$ cat src/rtl/conv_code_pkg.sv
// Shared code definitions for the rate-1/2, K=4 convolutional encoder and its Viterbi decoder.
package conv_code_pkg;

    localparam int unsigned NUM_STATES = 8;
    localparam int unsigned K          = 4;
    localparam int unsigned SW         = K - 1;
    localparam logic [K-1:0] G1        = 4'b1111;  // 17 octal
    localparam logic [K-1:0] G0        = 4'b1101;  // 15 octal

    // Framer FSM encodings
    localparam logic [1:0] ST_IDLE = 2'd0;
    localparam logic [1:0] ST_DATA = 2'd1;
    localparam logic [1:0] ST_TAIL = 2'd2;

    typedef logic [1:0]    fsm_state_t;
    typedef logic [SW-1:0] trellis_state_t;   // {s2, s1, s0}, s2 = most recent bit
    typedef logic [1:0]    symbol_t;          // {o1, o0}

    // Trellis transition: new bit enters at s2
    function automatic trellis_state_t next_state(input trellis_state_t s, input logic b);
        return {b, s[SW-1:1]};
    endfunction

    // Channel symbol for input bit b leaving state s
    function automatic symbol_t symbol_for(input trellis_state_t s, input logic b);
        logic [K-1:0] r;
        r = {b, s};
        return {^(r & G1), ^(r & G0)};
    endfunction

endpackage

$ cat src/rtl/conv_encoder_core.sv
// Three-bit shift register with generator XOR taps; symbol output is combinational.
import conv_code_pkg::*;

module conv_encoder_core (
    input  logic           clk,
    input  logic           rst,
    input  logic           en,
    input  logic           clr,
    input  logic           code_bit,
    output symbol_t        sym_c,
    output trellis_state_t state
);

    // Symbol for the bit being consumed from the current state
    always_comb begin
        sym_c = symbol_for(state, code_bit);
    end

    // Clear takes priority so a tail bit and a new-frame clear can share an edge
    always_ff @(posedge clk or posedge rst) begin
        if (rst) begin
            state <= '0;
        end else if (clr) begin
            state <= '0;
        end else if (en) begin
            state <= next_state(state, code_bit);
        end
    end

endmodule

$ cat src/rtl/conv_encoder_framer.sv
// Frames Z-bit words into Z+1 encoded symbols (LSB first, one zero tail bit).
import conv_code_pkg::*;

module conv_encoder_framer #(
    parameter int unsigned Z = 8
) (
    input  logic         clk,
    input  logic         rst,
    input  logic [Z-1:0] data_in,
    input  logic         data_valid,
    output logic         data_ready,
    output logic [1:0]   sym_out,
    output logic         sym_valid,
    output logic         frame_start,
    output logic         busy
);

    localparam int unsigned CNT_W = $clog2(Z + 1);

    fsm_state_t     state, state_nxt;
    logic [CNT_W-1:0] cnt, cnt_nxt;
    logic [Z-1:0]   data_buf, data_buf_nxt;
    symbol_t        sym_nxt;
    logic           sym_valid_nxt;
    logic           frame_start_nxt;
    logic           enc_en;
    logic           enc_clr;
    logic           enc_bit;
    symbol_t        enc_sym_c;
    trellis_state_t enc_state;

    conv_encoder_core u_core (
        .clk      (clk),
        .rst      (rst),
        .en       (enc_en),
        .clr      (enc_clr),
        .code_bit (enc_bit),
        .sym_c    (enc_sym_c),
        .state    (enc_state)
    );

    // Next-state and output decode; buffer shifts right so bit k is always at [0]
    always_comb begin
        state_nxt       = state;
        cnt_nxt         = cnt;
        data_buf_nxt    = data_buf;
        sym_nxt         = 2'b00;
        sym_valid_nxt   = 1'b0;
        frame_start_nxt = 1'b0;
        enc_en          = 1'b0;
        enc_clr         = 1'b0;
        enc_bit         = 1'b0;
        case (state)
            ST_IDLE: begin
                if (data_valid) begin
                    data_buf_nxt = data_in;
                    cnt_nxt      = '0;
                    enc_clr      = 1'b1;
                    state_nxt    = ST_DATA;
                end
            end
            ST_DATA: begin
                enc_en          = 1'b1;
                enc_bit         = data_buf[0];
                data_buf_nxt    = data_buf >> 1;
                sym_nxt         = enc_sym_c;
                sym_valid_nxt   = 1'b1;
                frame_start_nxt = (cnt == '0);
                if (cnt == CNT_W'(Z - 1)) begin
                    state_nxt = ST_TAIL;
                end else begin
                    cnt_nxt = cnt + CNT_W'(1);
                end
            end
            ST_TAIL: begin
                enc_en        = 1'b1;
                enc_bit       = 1'b0;
                sym_nxt       = enc_sym_c;
                sym_valid_nxt = 1'b1;
                if (data_valid) begin
                    data_buf_nxt = data_in;
                    cnt_nxt      = '0;
                    enc_clr      = 1'b1;
                    state_nxt    = ST_DATA;
                end else begin
                    state_nxt = ST_IDLE;
                end
            end
            default: begin
                state_nxt = ST_IDLE;
            end
        endcase
    end

    // State, datapath and registered outputs; ready/busy follow the next state
    always_ff @(posedge clk or posedge rst) begin
        if (rst) begin
            state       <= ST_IDLE;
            cnt         <= '0;
            data_buf    <= '0;
            sym_out     <= 2'b00;
            sym_valid   <= 1'b0;
            frame_start <= 1'b0;
            data_ready  <= 1'b1;
            busy        <= 1'b0;
        end else begin
            state       <= state_nxt;
            cnt         <= cnt_nxt;
            data_buf    <= data_buf_nxt;
            sym_out     <= sym_nxt;
            sym_valid   <= sym_valid_nxt;
            frame_start <= frame_start_nxt;
            data_ready  <= (state_nxt != ST_DATA);
            busy        <= (state_nxt != ST_IDLE);
        end
    end

endmodule
$ cat config.mk
export PLATFORM = sky130hd
export DESIGN_NAME = conv_encoder_framer
export DESIGN_NICKNAME = d
export VERILOG_FILES = /design/src/rtl/conv_code_pkg.sv /design/src/rtl/conv_encoder_core.sv /design/src/rtl/conv_encoder_framer.sv
export SDC_FILE = /design/constraint.sdc
export NUM_CORES = 1
export LEC_CHECK = 0
export BUFFER_PORTS_ARGS = -buffer_cell sky130_fd_sc_hd__buf_2
export CORE_AREA = 2 2 63 65
export DETAILED_ROUTE_END_ITERATION = 7
export DIE_AREA = 0 0 65 67
export PLACE_DENSITY = 0.54
export SLEW_MARGIN = 0
export SYNTH_ARGS = -nofsm -noshare
export SYNTH_HDL_FRONTEND = slang
export SYNTH_HIERARCHICAL = 1
export SYNTH_SLANG_ARGS = --single-unit
$ cat constraint.sdc
create_clock -name clk -period 2.4 [get_ports clk]
set_input_delay 0.12 -clock clk [delete_from_list [all_inputs] [get_ports clk]]
set_output_delay 0.12 -clock clk [all_outputs]
set_load 0.05 [all_outputs]
==> results of run 1 <==
-- per-layer routing --
metal  track usage  part of all wire  vias to the layer above
li1              -                 -                      375
met1        0.1388              0.43                      383
met2        0.2075              0.51                       21
met3       0.03209             0.050                        3
met4       0.02394            0.0032                        0
met5             0                 0                        -
-- area by class of cell --
class	instances	area [um^2]
well taps	48	60.06
fillers	357	2195
flip-flops and latches	23	576.8
repair buffers	18	97.59
inverters	9	33.78
multi-input cells	64	598.1
clock buffers	4	45.04
-- flip-flops by register name, summed over array words and instances (netlist names) --
| register | cells |
|---|---|
| state | 2 |
| sym_valid | 1 |
| frame_start | 1 |
| sym_out | 2 |
| cnt | 4 |
| busy | 1 |
| u_core/state | 3 |
| data_buf | 8 |
| data_ready | 1 |
-- placed cells by master (no fill, tap or decap), types with 2 or more instances in the layout --
cell	instances
mux2_4	8
ha_1	6
inv_1	8
nor2b_1	2
nand3_1	3
a21oi_1	3
clkbuf_8	3
mux2_2	7
nor2_1	5
buf_2	16
dfrtp_1	22
and2_1	5
mux2i_1	5
nand2_1	2
-- how the worst max path moves through the flow --
| stage | start | to | slack, ns |
|---|---|---|---|
| global route | state[1] | data_buf[1] | 0.22 |
| floorplan | state[0] | data_buf[0] | 0.67 |
| detailed placement | state[1] | data_buf[3] | 0.36 |
| CTS | state[1] | data_buf[3] | 0.33 |
| global placement | state[0] | data_buf[1] | 0.47 |
| finish | state[1] | data_buf[3] | 0.36 |
-- worst register-to-register path, delay by kind of cell (launching register included) --
family        cells  cell delay, ns
mux               2            0.65
flops             1            0.47
simple gates      1            0.47
fa+ha+maj         1            0.24
buf+inv           1            0.10
-- where the power goes --
| part | switching, uW | internal [uW] | total (uW) | leakage (uW) |
|---|---|---|---|---|
| Clock | 124 | 118 | 243 | 0.0000228 |
| Combinational | 509 | 533 | 1040 | 0.000403 |
| Sequential | 115 | 569 | 684 | 0.000286 |
| Total | 748 | 1220 | 1970 | 0.000711 |
-- cells by family (layout without fill, tap and decap cells) --
group,after synthesis,count (layout),share of synthesized area
compound gates,12,12,0.06873
xor+xnor,3,3,0.03898
fa+ha+maj,6,6,0.06154
buf+inv,10,31,0.03692
flops,23,23,0.4728
mux,21,21,0.2226
simple gates,22,22,0.09847
-- per-stage QoR --
| stage | cell area (um^2) | worst slack (ns) | instances | util |
|---|---|---|---|---|
| final | 1411 | 0.3615 | 166 | 0.3914 |
| after global routing | 1411 | 0.2175 | 166 | 0.3914 |
| after CTS | 1411 | 0.3268 | 166 | 0.3914 |
| after detailed placement | 1356 | 0.3568 | 161 | 0.3761 |
| after global placement | 1356 | 0.4654 | 161 | 0.3761 |
| after floorplan | 1220 | 0.6727 | 97 | - |
-- timing repair --
| action | in CTS | in global routing |
|---|---|---|
| hold endpoints to repair | 3 | 0 |
| setup endpoints to repair | 0 | 0 |
| hold buffers | 1 | 0 |
==> flow_summary.toml, run 1 <==
[synthesis]
synth_ff_type = "dfrtp_1"
async_reset_ff_frac = 1.000
ys_seq_area_frac = 0.4728
yosysWarnings = 6
synth.avg_cell_area_um2 = 12.58
synth_most_common_cell = "dfrtp_1"
yosys-top-cells-count = "22 x dfrtp_1, 8 x inv_1, 8 x mux2_4, 7 x mux2_2, 6 x ha_1"
synth_area_leaders = "dfrtp_1 45%, mux2_4 9.8%, mux2_2 6.5%"
synth_top_area_frac = 0.4513
synth-edff-count = 0
synthDistinctLibCells = 33
ys_ff_latch = 23
syn_nets = 114
syn_inst = 97
synth_area_um2 = 1220
synth_top_cell_by_area = "dfrtp_1"

[grt]
grt_overflow = 0
grt_pass1_vias = 832
antenna_found_initial = 0
grt_usage = 0.1159
grt_max_degree = 21
grt_pass1_wl_mm = 3.843

[power_and_ir_drop]
vdd_drop_max_mv = 0.5107
leakage_uw = 0.0007112
total_power_uw = 1969
powerDensity_nw_per_um2 = 1395

[detailed_routing]
wl_per_cell_um = 12.98
drc_errors = 0
viasPerCell = 4.711
vias = 782
drt_wl_total_mm = 2.155
dr.pass1.iters = 4
ant_nets = 0
drtIter0Drc = 20

[setup_path]
cp.arrival_ns = 2.19
worstSetupEndpointType = "flop"
critPathMostFrequentCell = "mux2_2"
reg2regPathDepth = 5
reg2reg_slack_ns = 0.36
cp_top_family = "multiplexers"
worstPathCellList = "inv_1 > ha_1 > nor2_2 > mux2_2 > mux2_2"
r2r-end = "data_buf[3]"
critical_path_buf_inv_count = 1
rr_startpoint = "state[1]"
critical_path_required_ns = 2.55
slowest_delay_ns = 0.47
critPathLaunchType = "flop"
crit_slowest_cell = "dfrtp_1"
cp_num_cells = 5
worstSetupPathType = "reg2reg"
path_max_fanout = 10

[worst_hold_path]
hold_path_class = "in2reg"
hold_path_startpoint = "data_in[0]"
min_path_cells = 3
worstHoldEndpoint = "data_buf[0]"

[clock_tree]
numCtsBuffers = 3
cts.sinks = 23
htree_num_levels = 1
worstSkewPairLatency_ns = 0.26
clock_path_buffers = 2
cts_resized = 0
post_cts_buffers = 0
root_buffer = "clkbuf_8"
cts_tree = "yes"
cts.clk_slew.worst_paths_ns = 0.08

[sta]
setup_viol = 0
max_freq_ghz = 0.4906
finalClockSkew_ns = 0.005575
worst_slew_pin_slew_ns = 0.7832
relSlewSlack = 0.4773
min_period_ns = 2.038
fin_crit_sh = 0.8494
hold_ws_ns = 0.2155
rsz0062_at_grt = "no"
setup_tns_ns = 0
finalMaxSlewViolations = 0
hold_violations = 0

[floorplanning]
core_um2 = 3606
dieArea_um2 = 4355
rows = 22
ios = 17
die_h_um = 67
fp.dieW_um = 65
start_util = 0.3383

[layout]
drive_above_1_share = 0.3475
num_antenna_cells = 0
syn_to_final_growth_pct = 15.69
nets = 136

[placement]
place.gp.congestion = 0.8142
port_buffers = 16
post-dp-hpwl_mm = 1.632

[outcome]
outcome = "finished clean"

[run]
max_cap_viol_count = 0
Power figures use the tool's default switching activity.
==> inputs of run 2 (changes only) <==
- PLACE_DENSITY: 0.54 -> 0.56
- clock period: 2.4 -> 1.8 ns (I/O delays scaled with it)
==> flow_summary.toml, run 2 (synthesis results as in run 1) <==
[layout]
final_common_cell = "dfrtp_1"
top_regs = "data_buf (8), cnt (4), u_core/state (3)"
drive_above_1_share = 0.3902
fillers = 362
nets = 141
final_cell_mix = "22 x dfrtp_1, 16 x buf_2, 8 x inv_1, 8 x mux2_4, 7 x mux2_2"
top_register = "data_buf"
num_antenna_cells = 0
syn_to_final_growth_pct = 20.51
largest_reg_flops = 8

[setup_path]
reg2reg_slack_ns = 0.1
reg2regPathDepth = 6
slowest_delay_ns = 0.42
critPathMostFrequentCell = "mux2_2"
critPathLaunchType = "flop"
r2r-end = "data_buf[2]"
critical_path_required_ns = 1.96
rr_startpoint = "state[1]"
worstPathCellList = "inv_1 > ha_2 > nor2_4 > buf_12 > mux2_2 > mux2_2"
worstSetupEndpointType = "flop"
crit_slowest_cell = "dfrtp_1"
worstSetupPathType = "reg2reg"
cp.arrival_ns = 1.87
path_max_fanout = 12

[placement]
place.gp.congestion = 0.7645
post-place-ws_ns = 0.02868
post-dp-hpwl_mm = 1.508
port_buffers = 16

[grt]
grt_usage = 0.1159
grt_pass1_vias = 844
grt_overflow = 0
grt_max_degree = 21
grt_pass1_wl_mm = 3.746
antenna_found_initial = 0

[clock_tree]
cts.clk_slew.worst_paths_ns = 0.08
cts.sinks = 23
worstSkewPairLatency_ns = 0.27
htree_num_levels = 1
cts_tree = "yes"
clock_path_buffers = 2
numCtsBuffers = 3
root_buffer = "clkbuf_8"

[sta]
fin_crit_sh = 0.9468
setup_tns_ns = 0
hold_ws_ns = 0.1737
rsz0062_at_grt = "no"
max_freq_ghz = 0.5867
finalMaxSlewViolations = 0
min_period_ns = 1.704
hold_violations = 0
relSlewSlack = 0.7029
layout_setup_ws_ns = 0.09569
worst_slew_pin_slew_ns = 0.4363
finalClockSkew_ns = 0.002951
setup_viol = 0

[worst_hold_path]
hold_path_class = "in2reg"
min_path_cells = 3
hold_path_startpoint = "data_in[7]"
worstHoldEndpoint = "data_buf[7]"

[floorplanning]
ios = 17
fp.dieW_um = 65
core_um2 = 3606
dieArea_um2 = 4355
rows = 22
start_util = 0.3383
die_h_um = 67

[power_and_ir_drop]
leakage_uw = 0.0007449
vdd_drop_max_mv = 0.5962
powerDensity_nw_per_um2 = 1853

[detailed_routing]
ant_nets = 0
viasPerCell = 4.602
vias = 787
wl_per_cell_um = 12.17
drt_wl_total_mm = 2.081
drtIter0Drc = 44
dr.pass1.iters = 4
drc_errors = 0

[outcome]
outcome = "finished clean"

[run]
max_cap_viol_count = 0
[run 2: layout make-up]
class	count	area [um^2]	area share
clock buffers	3	41.29	0.02809
clock inverters	1	5.005	0.003404
inverters	9	33.78	0.02298
multi-input cells	64	605.6	0.4119
flip-flops and latches	23	576.8	0.3923
well taps	48	60.06	0.04085
repair buffers	23	147.6	0.1004
[run 2: power breakdown]
group / leakage (uW) / total, uW / internal (uW) / switching, uW
clock network: 0.0000255 / 328 / 155 / 173
registers: 0.000286 / 898 / 759 / 139
logic: 0.000434 / 1500 / 789 / 709
total: 0.000745 / 2720 / 1700 / 1020
[run 2: worst max-delay path by stage]
stage	endpoint	slack [ns]	from	cells past startpoint
finish	data_buf[2]	0.1	state[1]	6
detailed placement	data_buf[3]	0.03	state[1]	6
floorplan	data_buf[0]	0.07	state[0]	6
global route	data_buf[1]	0.00008	state[0]	6
global placement	data_buf[1]	0.1	state[1]	6
CTS	data_buf[3]	0.02	state[1]	6
[run 2: timing repair]
item / in CTS / in global routing
hold buffers: 1 / 0
buffers inserted: 0 / 2
resized for setup: 0 / 2
endpoints found under the hold margin: 22 / 0
setup endpoints to repair: 0 / 7
[run 2: stage by stage]
stage	utilization	instances	total power, uW	area, um^2
finish	0.4077	171	2724	1470
global route	0.4077	171	2927	1470
CTS	0.4015	169	2729	1448
detailed placement	0.3858	164	2385	1391
global placement	0.3858	164	2343	1391
floorplan	-	97	2079	1220
[run 2: worst max-delay path, delay by kind of cell (launching register included)]
family / cells / cell delay (ns)
fa+ha+maj: 1 / 0.21
flops: 1 / 0.42
buf+inv: 2 / 0.23
mux: 2 / 0.59
simple gates: 1 / 0.14
[run 2: metal layers]
layer,track usage,wire [um],vias up
met5,0,0,-
met4,0.08777,87,0
met3,0.01520,45,7
met2,0.1946,1012,16
met1,0.1344,937,378
li1,-,-,386
==> inputs of run 3 (changes only) <==
- CELL_PAD_IN_SITES_DETAIL_PLACEMENT: unset -> 2
- CELL_PAD_IN_SITES_GLOBAL_PLACEMENT: unset -> 2
- PLACE_DENSITY: 0.56 -> 0.75
==> flow_summary.toml, run 3 (synthesis results as in run 1) <==
[outcome]
outcome = "finished clean"

[sta]
fin_crit_sh = 0.9400
finalMaxSlewViolations = 0
relSlewSlack = 0.7098
finalClockSkew_ns = 0.001606
min_period_ns = 1.692
setup_viol = 0
max_freq_ghz = 0.5910
hold_violations = 0
hold_ws_ns = 0.1721
worst_slew_pin_slew_ns = 0.4261
rsz0062_at_grt = "no"
setup_tns_ns = 0

[detailed_routing]
drtIter0Drc = 14
wl_per_cell_um = 15.27
drc_errors = 0
viasPerCell = 4.713
vias = 806
dr.pass1.iters = 4
ant_nets = 0
drt_wl_total_mm = 2.611

[layout]
drive_above_1_share = 0.3821
stdcell_count = 171
num_antenna_cells = 0
final_cell_mix = "22 x dfrtp_1, 16 x buf_2, 8 x inv_1, 8 x mux2_4, 7 x mux2_2"
largest_reg_flops = 8
nets = 141
top_register = "data_buf"
top_regs = "data_buf (8), cnt (4), u_core/state (3)"
fillers = 393
syn_to_final_growth_pct = 20.41
final_common_cell = "dfrtp_1"

[worst_hold_path]
hold_path_startpoint = "data_in[7]"
min_path_cells = 3
hold_path_class = "in2reg"

[clock_tree]
cts_tree = "yes"
root_buffer = "clkbuf_8"
htree_num_levels = 1
numCtsBuffers = 3
clock_path_buffers = 2
worstSkewPairLatency_ns = 0.27
cts.clk_slew.worst_paths_ns = 0.08
cts.sinks = 23

[placement]
place.gp.congestion = 0.7346
placedCellCount = 166
post-dp-hpwl_mm = 1.976
port_buffers = 16

[power_and_ir_drop]
powerDensity_nw_per_um2 = 1906
vdd_drop_max_mv = 0.6837
leakage_uw = 0.0007408

[grt]
grt_pass1_vias = 913
grt_overflow = 0
grt_usage = 0.1370
grt_max_degree = 21
antenna_found_initial = 0
grt_pass1_wl_mm = 4.402

[floorplanning]
die_h_um = 67
dieArea_um2 = 4355
start_util = 0.3383
core_um2 = 3606
ios = 17
rows = 22
fp.dieW_um = 65

[setup_path]
reg2regPathDepth = 6
rr_startpoint = "state[0]"
worstSetupPathType = "reg2reg"
path_max_fanout = 9
critical_path_required_ns = 1.96
worstSetupEndpointType = "flop"
critPathLaunchType = "flop"
startpoint = "state[0]"
cp.arrival_ns = 1.85

[run]
max_cap_viol_count = 0
==> run 3: path summary, 6_finish.rpt <==
check / slack [ns] / to
max in group asynchronous: 1.12 / data_ready
min in group asynchronous: 0.23 / u_core/state[0]
min reg2reg: 0.51 / data_buf[3]
min: 0.17 / data_buf[7]
max: 0.11 / data_buf[2]
max reg2reg: 0.11 / data_buf[2]
==> run 3: area by class of cell <==
type                       count  area [um^2]  area share
clock buffer                   4        45.04     0.03066
inverter                       9        33.78     0.02300
multi-input combinational     64        605.6      0.4123
sequential                    23        576.8      0.3927
tap                           48        60.06     0.04089
timing repair buffer          23        147.6      0.1005
==> run 3: power by group <==
part           total (uW)  switching [uW]  internal [uW]
Clock                 330             172            158
Sequential            908             149            759
Combinational        1560             750            812
Total                2800            1070           1730
==> run 3: worst max-delay path, cell delays in order (launching register included) <==
cell and delay (ns):
dfrtp_1 0.37, inv_2 0.07, ha_1 0.26, nor2_4 0.14, buf_12 0.15, mux2_2 0.33, mux2_2 0.26
==> run 3: metrics by stage <==
stage	setup WS (ns)	util	total power, uW	instance area (um^2)
finish	0.1081	0.4074	2800	1469
CTS	0.02510	0.4053	2827	1461
floorplan	0.07273	-	2079	1220
detailed placement	0.05051	0.3900	2480	1406
global placement	0.1281	0.3900	2393	1406
global route	0.02302	0.4074	3018	1469
==> run 3: per-layer routing <==
| metal | share of wire | GRT usage | vias up |
|---|---|---|---|
| li1 | - | - | 386 |
| met1 | 0.45 | 0.1630 | 401 |
| met2 | 0.50 | 0.2410 | 14 |
| met3 | 0.029 | 0.02703 | 5 |
| met4 | 0.018 | 0.05585 | 0 |
| met5 | 0 | 0 | - |
==> run 3: what timing repair did <==
action	CTS	global route
setup endpoints to repair	0	7
hold endpoints to repair	22	0
buffers inserted	0	0
gates resized for setup	0	2
hold buffers	1	0
